[config.mk]
export PLATFORM = sky130hd
export DESIGN_NAME = multi_debouncer_flat
export DESIGN_NICKNAME = d
export VERILOG_FILES = /design/src/rtl/multi_debouncer_if.sv /design/src/rtl/multi_debouncer.sv /design/src/flat_wrapper.sv
export SDC_FILE = /design/constraint.sdc
export NUM_CORES = 1
export LEC_CHECK = 0
export CAP_MARGIN = 40
export CORE_ASPECT_RATIO = 1.4
export CORE_MARGIN = 2
export CORE_UTILIZATION = 53
export DETAILED_ROUTE_END_ITERATION = 12
export GPL_TIMING_DRIVEN = 0
export PLACE_DENSITY = 0.79
export SETUP_SLACK_MARGIN = 0.5
export SYNTH_ARGS = -nofsm -noshare
export SYNTH_HDL_FRONTEND = slang
export SYNTH_SLANG_ARGS = --single-unit
[constraint.sdc]
create_clock -name clk -period 1.55 [get_ports clk]
set_input_delay 0.3875 -clock clk [delete_from_list [all_inputs] [get_ports clk]]
set_output_delay 0.3875 -clock clk [all_outputs]
set_load 0.005 [all_outputs]
[src/rtl/multi_debouncer_if.sv]
// Pin-side bundle for the multi-channel debouncer: raw inputs in, conditioned levels/strobes out.
// Latency: none, this is wiring only.
// Backpressure: none; every signal is a free-running level or a one-cycle strobe.
// Ports: bouncy_in (raw pins), debounced_out, rise, fall, long_press, long_held (one bit per channel).
interface multi_debouncer_if #(
    parameter int N = 4
);
    logic [N-1:0] bouncy_in;
    logic [N-1:0] debounced_out;
    logic [N-1:0] rise;
    logic [N-1:0] fall;
    logic [N-1:0] long_press;
    logic [N-1:0] long_held;

    // master: whoever owns the pins and consumes the conditioned results
    modport master (
        output bouncy_in,
        input  debounced_out, rise, fall, long_press, long_held
    );

    // slave: the debouncer itself
    modport slave (
        input  bouncy_in,
        output debounced_out, rise, fall, long_press, long_held
    );
endinterface

[src/rtl/multi_debouncer.sv]
// N-channel button conditioner: synchroniser, glitch-rejecting debounce FSM, rise/fall strobes, long-press.
// Latency: a clean level change appears SYNC_STAGES+BOUNCE_TICKS+1 clk edges after it is first sampled.
// Backpressure: none; strobes are single-cycle and must be consumed when they appear.
// Ports: clk, rst (sync, active-high), bus (slave modport: bouncy_in in; debounced_out, rise, fall,
//        long_press, long_held out, all N bits wide and all driven from flops).
module multi_debouncer #(
    parameter int N            = 4,
    parameter int BOUNCE_TICKS = 10,
    parameter int SYNC_STAGES  = 2,
    parameter int LONG_TICKS   = 1000
) (
    input  logic               clk,
    input  logic               rst,
    multi_debouncer_if.slave   bus
);
    localparam int CNT_W  = $clog2(BOUNCE_TICKS);
    localparam int HOLD_W = $clog2(LONG_TICKS + 1);
    localparam logic [CNT_W-1:0]  CNT_LAST  = CNT_W'(BOUNCE_TICKS - 1);
    localparam logic [HOLD_W-1:0] HOLD_MAX  = HOLD_W'(LONG_TICKS);
    localparam logic [HOLD_W-1:0] HOLD_LAST = HOLD_W'(LONG_TICKS - 1);

    typedef enum logic [1:0] {
        S_0       = 2'd0,
        S_MAYBE_1 = 2'd1,
        S_1       = 2'd2,
        S_MAYBE_0 = 2'd3
    } state_t;

    logic [SYNC_STAGES-1:0] sync_q [N];
    logic [N-1:0]           sync;

    state_t                 state_q [N];
    state_t                 state_d [N];
    logic [CNT_W-1:0]       cnt_q   [N];
    logic [CNT_W-1:0]       cnt_d   [N];
    logic [HOLD_W-1:0]      hold_q  [N];
    logic [HOLD_W-1:0]      hold_d  [N];

    logic [N-1:0] rise_d, fall_d, lp_d, held_d;
    logic [N-1:0] rise_q, fall_q, lp_q, held_q;

    always_comb begin
        sync = '0;
        for (int i = 0; i < N; i++) begin
            sync[i] = sync_q[i][SYNC_STAGES-1];
        end
    end

    // Debounce FSM, bounce counter and hold counter, one copy per channel.
    always_comb begin
        rise_d = '0;
        fall_d = '0;
        lp_d   = '0;
        for (int i = 0; i < N; i++) begin
            state_d[i] = state_q[i];
            cnt_d[i]   = cnt_q[i];
            hold_d[i]  = hold_q[i];

            case (state_q[i])
                S_0: begin
                    if (sync[i]) begin
                        state_d[i] = S_MAYBE_1;
                        cnt_d[i]   = '0;
                    end
                end
                S_MAYBE_1: begin
                    if (!sync[i]) begin
                        state_d[i] = S_0;
                    end else if (cnt_q[i] == CNT_LAST) begin
                        state_d[i] = S_1;
                        rise_d[i]  = 1'b1;
                    end else begin
                        cnt_d[i] = cnt_q[i] + 1'b1;
                    end
                end
                S_1: begin
                    if (!sync[i]) begin
                        state_d[i] = S_MAYBE_0;
                        cnt_d[i]   = '0;
                    end
                end
                S_MAYBE_0: begin
                    // Returning to S_1 is a dropout, not a new press: no strobe, hold count kept.
                    if (sync[i]) begin
                        state_d[i] = S_1;
                    end else if (cnt_q[i] == CNT_LAST) begin
                        state_d[i] = S_0;
                        fall_d[i]  = 1'b1;
                    end else begin
                        cnt_d[i] = cnt_q[i] + 1'b1;
                    end
                end
                default: begin
                    state_d[i] = S_0;
                end
            endcase

            // Hold counter restarts on the rise and saturates, so only one long_press per press.
            if (rise_d[i]) begin
                hold_d[i] = '0;
            end else if ((state_q[i] == S_1 || state_q[i] == S_MAYBE_0) && hold_q[i] < HOLD_MAX) begin
                hold_d[i] = hold_q[i] + 1'b1;
                lp_d[i]   = (hold_q[i] == HOLD_LAST);
            end
        end
    end

    // The fall wins over a coincident long_press so long_held never outlives the press.
    always_comb begin
        held_d = (held_q | lp_d) & ~fall_d;
    end

    always_ff @(posedge clk) begin
        if (rst) begin
            for (int i = 0; i < N; i++) begin
                sync_q[i]  <= '0;
                state_q[i] <= S_0;
                cnt_q[i]   <= '0;
                hold_q[i]  <= '0;
            end
            rise_q <= '0;
            fall_q <= '0;
            lp_q   <= '0;
            held_q <= '0;
        end else begin
            for (int i = 0; i < N; i++) begin
                sync_q[i]  <= {sync_q[i][SYNC_STAGES-2:0], bus.bouncy_in[i]};
                state_q[i] <= state_d[i];
                cnt_q[i]   <= cnt_d[i];
                hold_q[i]  <= hold_d[i];
            end
            rise_q <= rise_d;
            fall_q <= fall_d;
            lp_q   <= lp_d;
            held_q <= held_d;
        end
    end

    // Level decoded straight from the state register: no path from the raw pins.
    always_comb begin
        bus.debounced_out = '0;
        for (int i = 0; i < N; i++) begin
            bus.debounced_out[i] = (state_q[i] == S_1) || (state_q[i] == S_MAYBE_0);
        end
    end

    assign bus.rise       = rise_q;
    assign bus.fall       = fall_q;
    assign bus.long_press = lp_q;
    assign bus.long_held  = held_q;
endmodule

[src/flat_wrapper.sv]
// flat-port wrapper written by rule: the top's interface ports become plain ports
module multi_debouncer_flat 
#(
    parameter int N            = 4,
    parameter int BOUNCE_TICKS = 10,
    parameter int SYNC_STAGES  = 2,
    parameter int LONG_TICKS   = 1000
)
  (clk, rst, bus_bouncy_in, bus_debounced_out, bus_rise, bus_fall, bus_long_press, bus_long_held);
  multi_debouncer_if #(.N(N)) bus_i ();
  input  logic clk;
  input  logic rst;
  input wire logic [$bits(bus_i.bouncy_in)-1:0] bus_bouncy_in;
  output wire logic [$bits(bus_i.debounced_out)-1:0] bus_debounced_out;
  output wire logic [$bits(bus_i.rise)-1:0] bus_rise;
  output wire logic [$bits(bus_i.fall)-1:0] bus_fall;
  output wire logic [$bits(bus_i.long_press)-1:0] bus_long_press;
  output wire logic [$bits(bus_i.long_held)-1:0] bus_long_held;
  assign bus_i.bouncy_in = bus_bouncy_in;
  assign bus_debounced_out = bus_i.debounced_out;
  assign bus_rise = bus_i.rise;
  assign bus_fall = bus_i.fall;
  assign bus_long_press = bus_i.long_press;
  assign bus_long_held = bus_i.long_held;
  multi_debouncer #(.N(N), .BOUNCE_TICKS(BOUNCE_TICKS), .SYNC_STAGES(SYNC_STAGES), .LONG_TICKS(LONG_TICKS)) u_core (.clk(clk), .rst(rst), .bus(bus_i));
endmodule
==> impl_metrics.ini <==
[die]
die_w_um = 76.4
die-area_um2 = 8050
core.rowCount = 37
ios = 26
start_util_pct = 53.9
coreArea_um2 = 7220
die_y_um = 105

[clock_tree]
cts-root-buf = clkbuf_8
cts_hold_buf = 0
clock_path_buffers = 2
cts_htree_levels = 3
tritoncts = done
path_clk_slew_ns = 0.09
numClockSinks = 88
cts_buffers = 9
clk_latency_ns = 0.38

[synthesis]
synthesis.area_um2 = 3890
syn_inst = 430
synth.most_common_cell = dfxtp_1
synth_top_area_share_pct = 45.3
synthFlopType = dfxtp_1
synth_edf_count = 0
yosysTopAreaCell = dfxtp_1
synth_common_cells = dfxtp_1 (88), nor2_1 (49), a21oi_1 (23), nand2_1 (21), nand3_1 (19)
synth.ff_latch_count = 88
async_reset_ff_share_pct = 0
ys_seq_area_share_pct = 45.3
postSynthAreaPerCell_um2 = 9.05
synth_nets = 448
yosysUniqueCellTypes = 51
synth_area_leaders = dfxtp_1 (45%), nor2_1 (4.7%), ha_1 (3.9%)
yosysWarnings = 0

[setup_path]
slowest_delay_ns = 0.52
path_cells = xor2_4, nand2_2, or4b_4, a21oi_1
worst_path_max_delay_cell = or4b_4
critPathLaunch = u_core.sync_q[1][1]$_SDFF_PP0_
worstPathArrival_ns = 1.85
reg2reg_slack_ns = 0.03
path_depth = 4
worstReg2RegStart = u_core.sync_q[1][1]$_SDFF_PP0_
r2r_cells = 4
path_delay_family = simple AND/OR/NAND/NOR gates
critPathCaptureType = register
crit_type = reg -> reg
r2r_end = u_core.cnt_q[0][6]$_SDFFE_PP0P_
crit_fanout = 6
crit_buf_inv = 0
startpoint_type = register
setup.worst_path.end = u_core.cnt_q[0][6]$_SDFFE_PP0P_
crit_required_ns = 1.87

[timing]
timing.final.ws_setup_ns = 0.0252
rsz0062_at_grt = true
fin_setup_tns_ns = 0
fin_skew_ns = 0.0124
setup_viol = 0
final_max_slew_viol_count = 0
slew_headroom_pct = 67.4
tightest_slew_ns = 0.488
min_period_ns = 1.52
max_freq_mhz = 656
whs_ns = 0.400
hold_viol_final = 0
finalCritPeriodShare_pct = 98.4

[finish]
nNetsFinal = 577
areaGrowthSynthToFinish_pct = 63.0
final-instance-count-excl-fill = 661
final_cell_area_um2 = 6340
final_util_pct = 87.8
drive_gt1_share_pct = 58.5
diodes = 0
n_fill_cell = 326

[job]
maxCapViolations = 0

[detailed_routing]
num_vias = 4071
antenna_left = 0
drtIter0Drc = 284
drc = 0
routed_via_density = 6.16
wl_um = 14100
wl_per_cell_um = 21.4
drt_pass1_iterations = 6

[power]
power.total_mw = 4.31
switching_share_pct = 23.3
p_per_area_nw_per_um2 = 680
p_comb_share_pct = 5.1
power.share.clock_pct = 42.2
netSwitchingPower_mw = 1.01
pwr-share-seq_pct = 52.6
power_leakage_nw = 2.34
ir_drop_mv = 0.875
internal-power_mw = 3.31

[global_route]
grt_util_all_layers_pct = 27.4
grt_start_max_net_pins = 14
globalRouteOverflowTotal = 0
antenna_found_initial = 0
grt_pass1_wl_um = 17900
grt_pass1_vias = 3836

[placement]
pre_cts_ws_ns = -0.0498
place_congestion = 0.864
port_buffers = 24
hpwl_um = 5280
placed_cells = 551
placement.cell_area_um2 = 4580

[outcome]
status = finished clean

[hold_path]
hp-class = in -> reg
-- power groups by stage --
stage                     combinational, mW  sequential (mW)  clock, mW
after floorplan                      0.0881             2.33          0
after global placement                0.121             2.33          0
after detailed placement              0.124             2.33          0
after CTS                             0.175             2.27       1.76
after global routing                  0.232             2.27       1.89
final                                 0.222             2.27       1.82
-- layer usage --
layer / share of wire [%] / GRT usage, % / wire [um]
met4: 5.3 / 16.0 / 748
met1: 36 / 29.8 / 5090
met3: 5.2 / 3.85 / 738
met5: 0 / 0 / 0
met2: 54 / 50.3 / 7570
-- cell families after synthesis --
| group | synth area share (%) |
|---|---|
| flops | 45.3 |
| fa+ha+maj | 3.86 |
| compound gates | 14.3 |
| buf+inv | 3.51 |
| mux | 2.86 |
| xor+xnor | 5.40 |
| simple gates | 24.8 |
-- worst min path at each step --
| stage | start | endpoint | cells after the start | slack, ns |
|---|---|---|---|---|
| after global routing | rst | u_core.cnt_q[0][7]$_SDFFE_PP0P_ | 3 | 0.40 |
| after CTS | rst | u_core.cnt_q[0][7]$_SDFFE_PP0P_ | 3 | 0.39 |
| final | rst | u_core.cnt_q[0][7]$_SDFFE_PP0P_ | 3 | 0.40 |
| after detailed placement | u_core.sync_q[1][0]$_SDFF_PP0_ | u_core.sync_q[1][1]$_SDFF_PP0_ | 1 | 0.42 |
| after global placement | u_core.sync_q[1][0]$_SDFF_PP0_ | u_core.sync_q[1][1]$_SDFF_PP0_ | 1 | 0.42 |
| after floorplan | u_core.sync_q[1][0]$_SDFF_PP0_ | u_core.sync_q[1][1]$_SDFF_PP0_ | 1 | 0.41 |
-- flip-flops by register name, indices dropped and copies added, names as in the netlist, named ones only --
register               flops
u_core.cnt_q              16
u_core.hold_q             40
u_core.bus.long_held       4
u_core.bus.long_press      4
u_core.bus.fall            4
u_core.sync_q              8
u_core.bus.rise            4
u_core.state_q             4
-- timing repair --
item                                    4_1_cts  5_1_grt
resized for setup                           204      105
endpoints found under the setup margin       99      100
cloned                                        2        0
pin swaps                                    40       48
buffers inserted                             70       22
-- area by class of cell --
type                       instances  area [um^2]  area share (%)
multi-input combinational        309         2870            45.3
sequential                        88         1870            29.5
timing repair buffer             117         1020            16.1
buffer                            20          184            2.90
clock buffer                      13          149            2.35
tap                               97          121            1.91
clock inverter                     3         65.1            1.03
inverter                          14         52.6           0.829
-- placed cells by master, fill, tap and decap left out, drive strengths merged, types with 4 or more instances in the layout --
| cell | n |
|---|---|
| o211ai | 4 |
| dfxtp | 88 |
| nand3 | 20 |
| ha | 12 |
| and3 | 4 |
| nor4b | 5 |
| nand4 | 10 |
| nor3b | 4 |
| nor3 | 13 |
| nand4b | 5 |
| buf | 121 |
| and4 | 6 |
| xor2 | 13 |
| nand2b | 4 |
| nor2b | 13 |
| a31oi | 11 |
| a211oi | 12 |
| mux2i | 10 |
| inv | 14 |
| o21bai | 7 |
| xnor2 | 11 |
| a21oi | 23 |
| o21ai | 22 |
| nor2 | 49 |
| nand2 | 22 |
| clkbuf | 25 |
| clkdlybuf4s50 | 4 |
-- tightest hold or removal path, delay by kind of cell --
family	cells	cell delay, ns
buffers and inverters	1	0.16
and+or+nand+nor	1	0.14
AOI/OAI and AO/OA	1	0.06
Power figures use the tool's default switching activity.
